==> src/rtl/miriscv_hazard_ctrl.sv <==
// miriscv_hazard_ctrl
// Tracks register writers in flight in the E, M and MP stages. From these it
// picks the rs1/rs2 bypass source for the decode instruction and raises the
// decode stall on load-use and on MDU results that are not ready yet. It also
// flushes E on kill and keeps a saturating count of stall cycles.
module miriscv_hazard_ctrl #(
   parameter int unsigned CNT_W = 32
) (
   input  logic             clk_i,
   input  logic             rst_i,
   input  logic             d_valid_i,
   input  logic [4:0]       d_rs1_addr_i,
   input  logic [4:0]       d_rs2_addr_i,
   input  logic             d_rs1_used_i,
   input  logic             d_rs2_used_i,
   input  logic [4:0]       d_rd_addr_i,
   input  logic             d_rd_we_i,
   input  logic [1:0]       d_wb_src_i,
   input  logic             mem_stall_i,
   input  logic             kill_i,
   output logic [1:0]       rs1_bypass_o,
   output logic [1:0]       rs2_bypass_o,
   output logic             d_stall_o,
   output logic             issue_o,
   output logic [CNT_W-1:0] stall_cnt_o
);

   // Bypass select codes
   localparam logic [1:0] NO_BYPASS = 2'd0;
   localparam logic [1:0] BYPASS_E  = 2'd1;
   localparam logic [1:0] BYPASS_M  = 2'd2;
   localparam logic [1:0] BYPASS_MP = 2'd3;

   // Writeback source codes
   localparam logic [1:0] ALU_DATA  = 2'd0;
   localparam logic [1:0] MDU_DATA  = 2'd1;
   localparam logic [1:0] LSU_DATA  = 2'd2;
   localparam logic [1:0] CSR_DATA  = 2'd3;

   // Slot index 0 = E, 1 = M, 2 = MP (youngest first)
   logic [2:0] slot_vld_reg;
   logic [4:0] slot_rd_reg  [3];
   logic [1:0] slot_src_reg [3];

   logic [CNT_W-1:0] stall_cnt_reg;

   logic [4:0] rs_addr [2];
   logic [1:0] rs_used;
   logic [1:0] bypass_sel [2];
   logic [1:0] hazard;

   assign rs_addr[0] = d_rs1_addr_i;
   assign rs_addr[1] = d_rs2_addr_i;
   assign rs_used[0] = d_rs1_used_i;
   assign rs_used[1] = d_rs2_used_i;

   generate
      for (genvar gi = 0; gi < 2; gi++) begin : g_src
         logic [2:0] hit;
         logic [1:0] sel;
         logic       hz;

         // Compare this source against every slot; x0 never matches
         always_comb begin
            hit = '0;
            for (int s = 0; s < 3; s++) begin
               hit[s] = rs_used[gi] && (rs_addr[gi] != 5'd0) &&
                        slot_vld_reg[s] && (slot_rd_reg[s] == rs_addr[gi]);
            end
         end

         // Youngest match decides; MDU/LSU in E and LSU in M are not ready yet
         always_comb begin
            sel = NO_BYPASS;
            hz  = 1'b0;
            if (hit[0]) begin
               sel = BYPASS_E;
               hz  = (slot_src_reg[0] == MDU_DATA) || (slot_src_reg[0] == LSU_DATA);
            end else if (hit[1]) begin
               sel = BYPASS_M;
               hz  = (slot_src_reg[1] == LSU_DATA);
            end else if (hit[2]) begin
               sel = BYPASS_MP;
            end
         end

         assign bypass_sel[gi] = sel;
         assign hazard[gi]     = hz;
      end
   endgenerate

   assign rs1_bypass_o = bypass_sel[0];
   assign rs2_bypass_o = bypass_sel[1];
   assign d_stall_o    = mem_stall_i | (d_valid_i & (|hazard));
   assign issue_o      = d_valid_i & ~d_stall_o & ~kill_i & ~rst_i;
   assign stall_cnt_o  = stall_cnt_reg;

   // Advance the tracking slots; everything freezes under memory back-pressure except kill of E
   always_ff @(posedge clk_i) begin
      if (rst_i) begin
         slot_vld_reg <= '0;
         for (int s = 0; s < 3; s++) begin
            slot_rd_reg[s]  <= 5'd0;
            slot_src_reg[s] <= ALU_DATA;
         end
      end else if (!mem_stall_i) begin
         slot_vld_reg[2] <= slot_vld_reg[1];
         slot_rd_reg[2]  <= slot_rd_reg[1];
         slot_src_reg[2] <= slot_src_reg[1];
         // A killed E entry must not reach M
         slot_vld_reg[1] <= slot_vld_reg[0] & ~kill_i;
         slot_rd_reg[1]  <= slot_rd_reg[0];
         slot_src_reg[1] <= slot_src_reg[0];
         slot_vld_reg[0] <= issue_o & d_rd_we_i & (d_rd_addr_i != 5'd0);
         slot_rd_reg[0]  <= d_rd_addr_i;
         slot_src_reg[0] <= d_wb_src_i;
      end else if (kill_i) begin
         slot_vld_reg[0] <= 1'b0;
      end
   end

   // Count cycles where a valid decode instruction is held, saturating at all-ones
   always_ff @(posedge clk_i) begin
      if (rst_i) begin
         stall_cnt_reg <= '0;
      end else if (d_valid_i && d_stall_o && (stall_cnt_reg != {CNT_W{1'b1}})) begin
         stall_cnt_reg <= stall_cnt_reg + 1'b1;
      end
   end

endmodule

==> config.mk <==
export PLATFORM = sky130hd
export DESIGN_NAME = miriscv_hazard_ctrl
export DESIGN_NICKNAME = d
export VERILOG_FILES = /design/src/rtl/miriscv_hazard_ctrl.sv
export SDC_FILE = /design/constraint.sdc
export NUM_CORES = 1
export LEC_CHECK = 0
export ABC_AREA = 1
export BUFFER_PORTS_ARGS = -buffer_cell sky130_fd_sc_hd__buf_2
export CAP_MARGIN = 30
export CORE_AREA = 2 2 97 99
export DETAILED_ROUTE_END_ITERATION = 10
export DIE_AREA = 0 0 99 101
export GPL_ROUTABILITY_DRIVEN = 0
export SLEW_MARGIN = 20
export SYNTH_ARGS = -nofsm -noshare
export SYNTH_HDL_FRONTEND = slang
export SYNTH_SLANG_ARGS = --single-unit
==> constraint.sdc <==
create_clock -name clk_i -period 1.8 [get_ports clk_i]
set_input_delay 0.45 -clock clk_i [delete_from_list [all_inputs] [get_ports clk_i]]
set_output_delay 0.45 -clock clk_i [all_outputs]
set_load 0.01 [all_outputs]
=== Word-level counts from Yosys, hierarchy flattened ===
Memories as Yosys holds them, arrays and structs flattened.
Index checks and enable logic that the tools add are counted.

* Bits of input ports: 25
* Memory bits (writable): 21
* Logic and storage cells: 78
* Memories kept: 2
* Bits in registers: 35
* Output and inout port bits: 38

{| class="wikitable"
|+ Memories
! name !! depth !! bits a word !! read ports !! clocked after Yosys merged registers in !! wr ports !! RTL line !! source
|-
| slot_rd_reg || 3 || 5 || 3 || 0 || 3 || 42 || <nowiki>logic [4:0] slot_rd_reg [3];</nowiki>
|-
| slot_src_reg || 3 || 2 || 2 || 0 || 3 || 43 || <nowiki>logic [1:0] slot_src_reg [3];</nowiki>
|}

* Muxes and demuxes: 23
* Bitwise gates (word level): 17
* Reduce and logical (&&, ||, !) cells: 21
* Add/sub/neg operators: 1
* Equal/unequal tests: 11

{| class="wikitable"
|+ Operator list
! kind !! number
|-
| adder 32 x 1 -> 32 bit, second input constant || 1
|-
| != test 32 bit, second input constant || 1
|-
| equality test 5 bit || 6
|-
| two-way mux 2 bit || 9
|-
| logical AND 1 bit || 16
|-
| two-way mux 5 bit || 3
|-
| nonzero test 5 bit || 3
|-
| two-way mux 1 bit || 11
|-
| bitwise AND 1 bit || 7
|-
| OR 1 bit || 7
|-
| equality test 2 bit, second input constant || 2
|-
| NOT 1 bit || 3
|-
| equality test 2 x 1 -> 1 bit, second input constant || 1
|-
| != test 2 x 1 -> 1 bit, second input constant || 1
|-
| OR reduction 2 bit || 1
|-
| logical OR 1 bit || 1
|}

=== Longest topological paths before layout ===
* Depth after elaboration: 16
* Mapped depth: 16
* Gate-level depth less buffers: 15

=== Worst setup path after synthesis ===
No wires, ideal clock.

* Kind: input-to-output
* Start point: input d_rs1_addr_i[3]
* End point: output issue_o
* Stages: 8
* Data arrival time: 1.460 ns
* Required time: 1.350 ns
* Setup slack: -0.110 ns
* Buffers on the path: 0
* Cell sequence: inv_2 > a21oi_1 > nand3_1 > nor2_1 > nand4_1 > nand2_1 > nand2_2 > nor4_1

* Cells in the longest elaborated chain, start to end: 13
* Elaborated cells on any way between the ends: 17
* Those cells by class: 2 x eq/ne; 2 x mux; 6 x bitwise; 7 x reduce/logical

{| class="wikitable"
|+ RTL lines
! item !! RTL line !! source
|-
| start, declared || 12 || <nowiki>input logic [4:0] d_rs1_addr_i,</nowiki>
|-
| nonzero test 5 bit || 67 || <nowiki>hit[s] = rs_used[gi] && (rs_addr[gi] != 5'd0) &&</nowiki>
|-
| logical AND 1 bit (2 in a row) || 67 ||
|-
| logical AND 1 bit || 68 || <nowiki>slot_vld_reg[s] && (slot_rd_reg[s] == rs_addr[gi]);</nowiki>
|-
| two-way mux 1 bit || 79 || <nowiki>end else if (hit[1]) begin</nowiki>
|-
| two-way mux 1 bit (*) || 76 || <nowiki>if (hit[0]) begin</nowiki>
|-
| OR reduction 2 bit (*) || 94 || <nowiki>assign d_stall_o = mem_stall_i | (d_valid_i & (|hazard));</nowiki>
|-
| bitwise AND 1 bit (*) || 94 ||
|-
| OR 1 bit (*) || 94 ||
|-
| NOT 1 bit (*) || 95 || <nowiki>assign issue_o = d_valid_i & ~d_stall_o & ~kill_i & ~rst_i;</nowiki>
|-
| bitwise AND 1 bit (*) (3 in a row) || 95 ||
|-
| end, declared || 24 || <nowiki>output logic issue_o,</nowiki>
|}

Mark *: on every way between the ends. The rest lies on a longest branch, timed or not.

==> run metrics <==
Net Sw Power 0.0006605 W; met1 usage 29.82%; top post-synthesis cells by area dfxtp_1 20%, edfxtp_1 16%, nand2_1 13%, nand4_1 8.2%, xor2_1 7.2%; H-tree Lvls 2; Post-route DRC 0; number of distinct library cells after synthesis 35; Post-Synthesis Net Count 523; Post-synth EDFFs 19; Post-DP Area 4587 um2; GR Layer Usage met2 35.76%; # clock sinks 54; RSZ-0062 raised after global routing true; # diodes 0; combinational fraction of design power 16.1%; core area 8977 um2; Seq pwr share 54.3%; outcome finished, violations left; Buffers on Ports 62; sequential share of the synthesized area 36.03%; chip height 101 um; largest net degree at the start of global routing 36; CTS tree done; CP Cell Sequence inv_2, a21oi_2, nand3_1, nor2_2, nand4_1, nand2_1, nand2_2, nor4_4, buf_2; final hold vios 0; yosys warns 0; Hold Path Class in -> reg; initial cell density of the core 39.30%; FFs w/ async S/R, synth 0%; worst skew pair latency 0.31 ns; vias 3823; first-pass GRT wire length 17310 um; Layout Nets 665; Mapped Area 3528 um2; DRT Pass-1 Iters 5; critical path class reg -> out; Peak VDD IR 288.1 uV; Detailed Route Iter0 Violations 230; initial antenna violation count 0; Req. time, crit path 1.35 ns; worst-margin pin slew 0.4526 ns; hold buffers post-CTS 0; Sw Ratio 27.05%; Reg clk slew, reported paths 0.09 ns; cts bufs inserted 5; Period minus WS final 2.308 ns; Synth Instances 497; dominant synthesized flop cell dfxtp_1; detailed placement HPWL 8123 um; clock power share 29.7%; Via density 5.091; # rows 35; count of final setup violators 38; routed len/inst 14.15 um; Seq cells post-synth 54; pwr dens 509.6 nW/um2; total track usage 21.42%; Internal Pwr Total 0.001781 W; die area 9999 um2; I/O pins 63; Avg Inst Size Synth 7.099 um2; area leader, netlist dfxtp_1; Crit Path Max Fanout 3; failing checks negative setup slack; slowest CP cell edfxtp_1; clock buffer depth 2; CP Capture Type output port; clk_skew 0.008800 ns; Pleak 2.175 nW; Area Overhead vs Synth 35.82%; WHS 0.3856 ns; Setup crit start kind flip-flop; grt peak-use layer met2; global route overflow 0; FMAX 433.3 MHz; Detailed Route WL 10630 um; Antenna Nets Post-Route 0; Tcrit/Tclk final 128.2%; most common cell in the netlist nand2_1; cell area after layout 4792 um2; max reg flops 32; vias in the first global route 3518; Commonest cells post-synth 122 x nand2_1, 61 x nor2_1, 47 x inv_1, 46 x nand4_1; CTS root buffer clkbuf_8; final worst slack -0.5079 ns; normalized max-slew margin 69.55%; maxcap violations 0; Max stage delay on crit path 0.43 ns; met3 GRT Util 2.705%; Die W 99 um; FILL cells 887; Synth top area share 19.86%; layout cells sized above 1 31.87%; Slew Limit Fails 0; Arrival @ worst endpoint 1.86 ns
[per-layer routing]
metal / part of all wire [%] / vias up
li1: - / 1942
met1: 46 / 1759
met2: 47 / 113
met3: 5.8 / 9
met4: 1.1 / 0
met5: 0 / -
[kinds of logic after synthesis]
family                     synth area share, %
AOI/OAI and AO/OA                        7.624
and+or+nand+nor                          37.70
adders and majority gates               0.3546
xor gates and xnor gates                 9.184
buffers and inverters                    9.114
DFF                                      36.03
[critical path: cells and delay by family, from the launching register on]
kind	cells	cell delay [ns]
AND/OR/NAND/NOR	6	0.74
flip-flops	1	0.43
buffers and inverters	2	0.26
AO/OA/AOI/OAI	1	0.12
[path summary, 6_finish.rpt]
check	from	to	slack, ns	cells past startpoint
setup / recovery	slot_rd_reg[0][3]	issue_o	-0.51	9
hold / removal	d_rd_we_i	slot_vld_reg[0]	0.39	3
setup reg to reg	slot_rd_reg[0][3]	stall_cnt_o[17]	-0.25	15
hold reg to reg	stall_cnt_o[31]	stall_cnt_o[31]	0.50	2
[repair_timing]
| item | in CTS | in global routing |
|---|---|---|
| gates cloned | 0 | 0 |
| pin swaps | 6 | 9 |
| setup endpoints to repair | 38 | 38 |
| setup buffers | 2 | 4 |
| resized for setup | 17 | 4 |
[area by class of cell]
type / instances / area, um2 / share of cell area [%]
Clock inverter: 1 / 5.005 / 0.1044
Multi-Input combinational cell: 368 / 1994 / 41.62
Inverter: 57 / 226.5 / 4.726
Timing Repair Buffer: 153 / 1069 / 22.30
Sequential cell: 54 / 1272 / 26.55
Clock buffer: 7 / 86.33 / 1.802
Tap cell: 111 / 138.9 / 2.898
[per-stage QoR]
stage | utilization, % | setup TNS (ns) | setup slack, ns | std cells | total power, W
2_1_floorplan | - | -0.01246 | -0.01246 | 497 | 0.001536
3_3_place_gp | 51.09 | -8.919 | -0.3258 | 737 | 0.001715
3_5_place_dp | 51.09 | -9.364 | -0.3535 | 737 | 0.001718
4_1_cts | 52.92 | -6.007 | -0.5047 | 747 | 0.002454
5_1_grt | 53.38 | -15.16 | -0.5991 | 751 | 0.002544
6_report | 53.38 | -10.07 | -0.5079 | 751 | 0.002442
[power by group through the flow]
stage / sequential (W) / combinational, W / clock (W)
2_1_floorplan: 0.00135 / 0.000187 / 0
3_3_place_gp: 0.00135 / 0.000364 / 0
3_5_place_dp: 0.00135 / 0.000365 / 0
4_1_cts: 0.00133 / 0.000384 / 0.000745
5_1_grt: 0.00133 / 0.000429 / 0.000785
6_report: 0.00133 / 0.000392 / 0.000725
[cells in the final DEF, fill, tap and decap left out, types with 7 or more instances in the layout]
master,instances
a21oi_1,33
buf_2,61
buf_4,83
dfxtp_1,34
edfxtp_1,19
inv_1,44
inv_2,12
nand2_1,122
nand3_1,13
nand4_1,46
nor2_1,58
nor2_2,8
nor3_1,14
xnor2_1,7
xor2_1,29
Note: power is estimated with default switching activity, not from simulation.
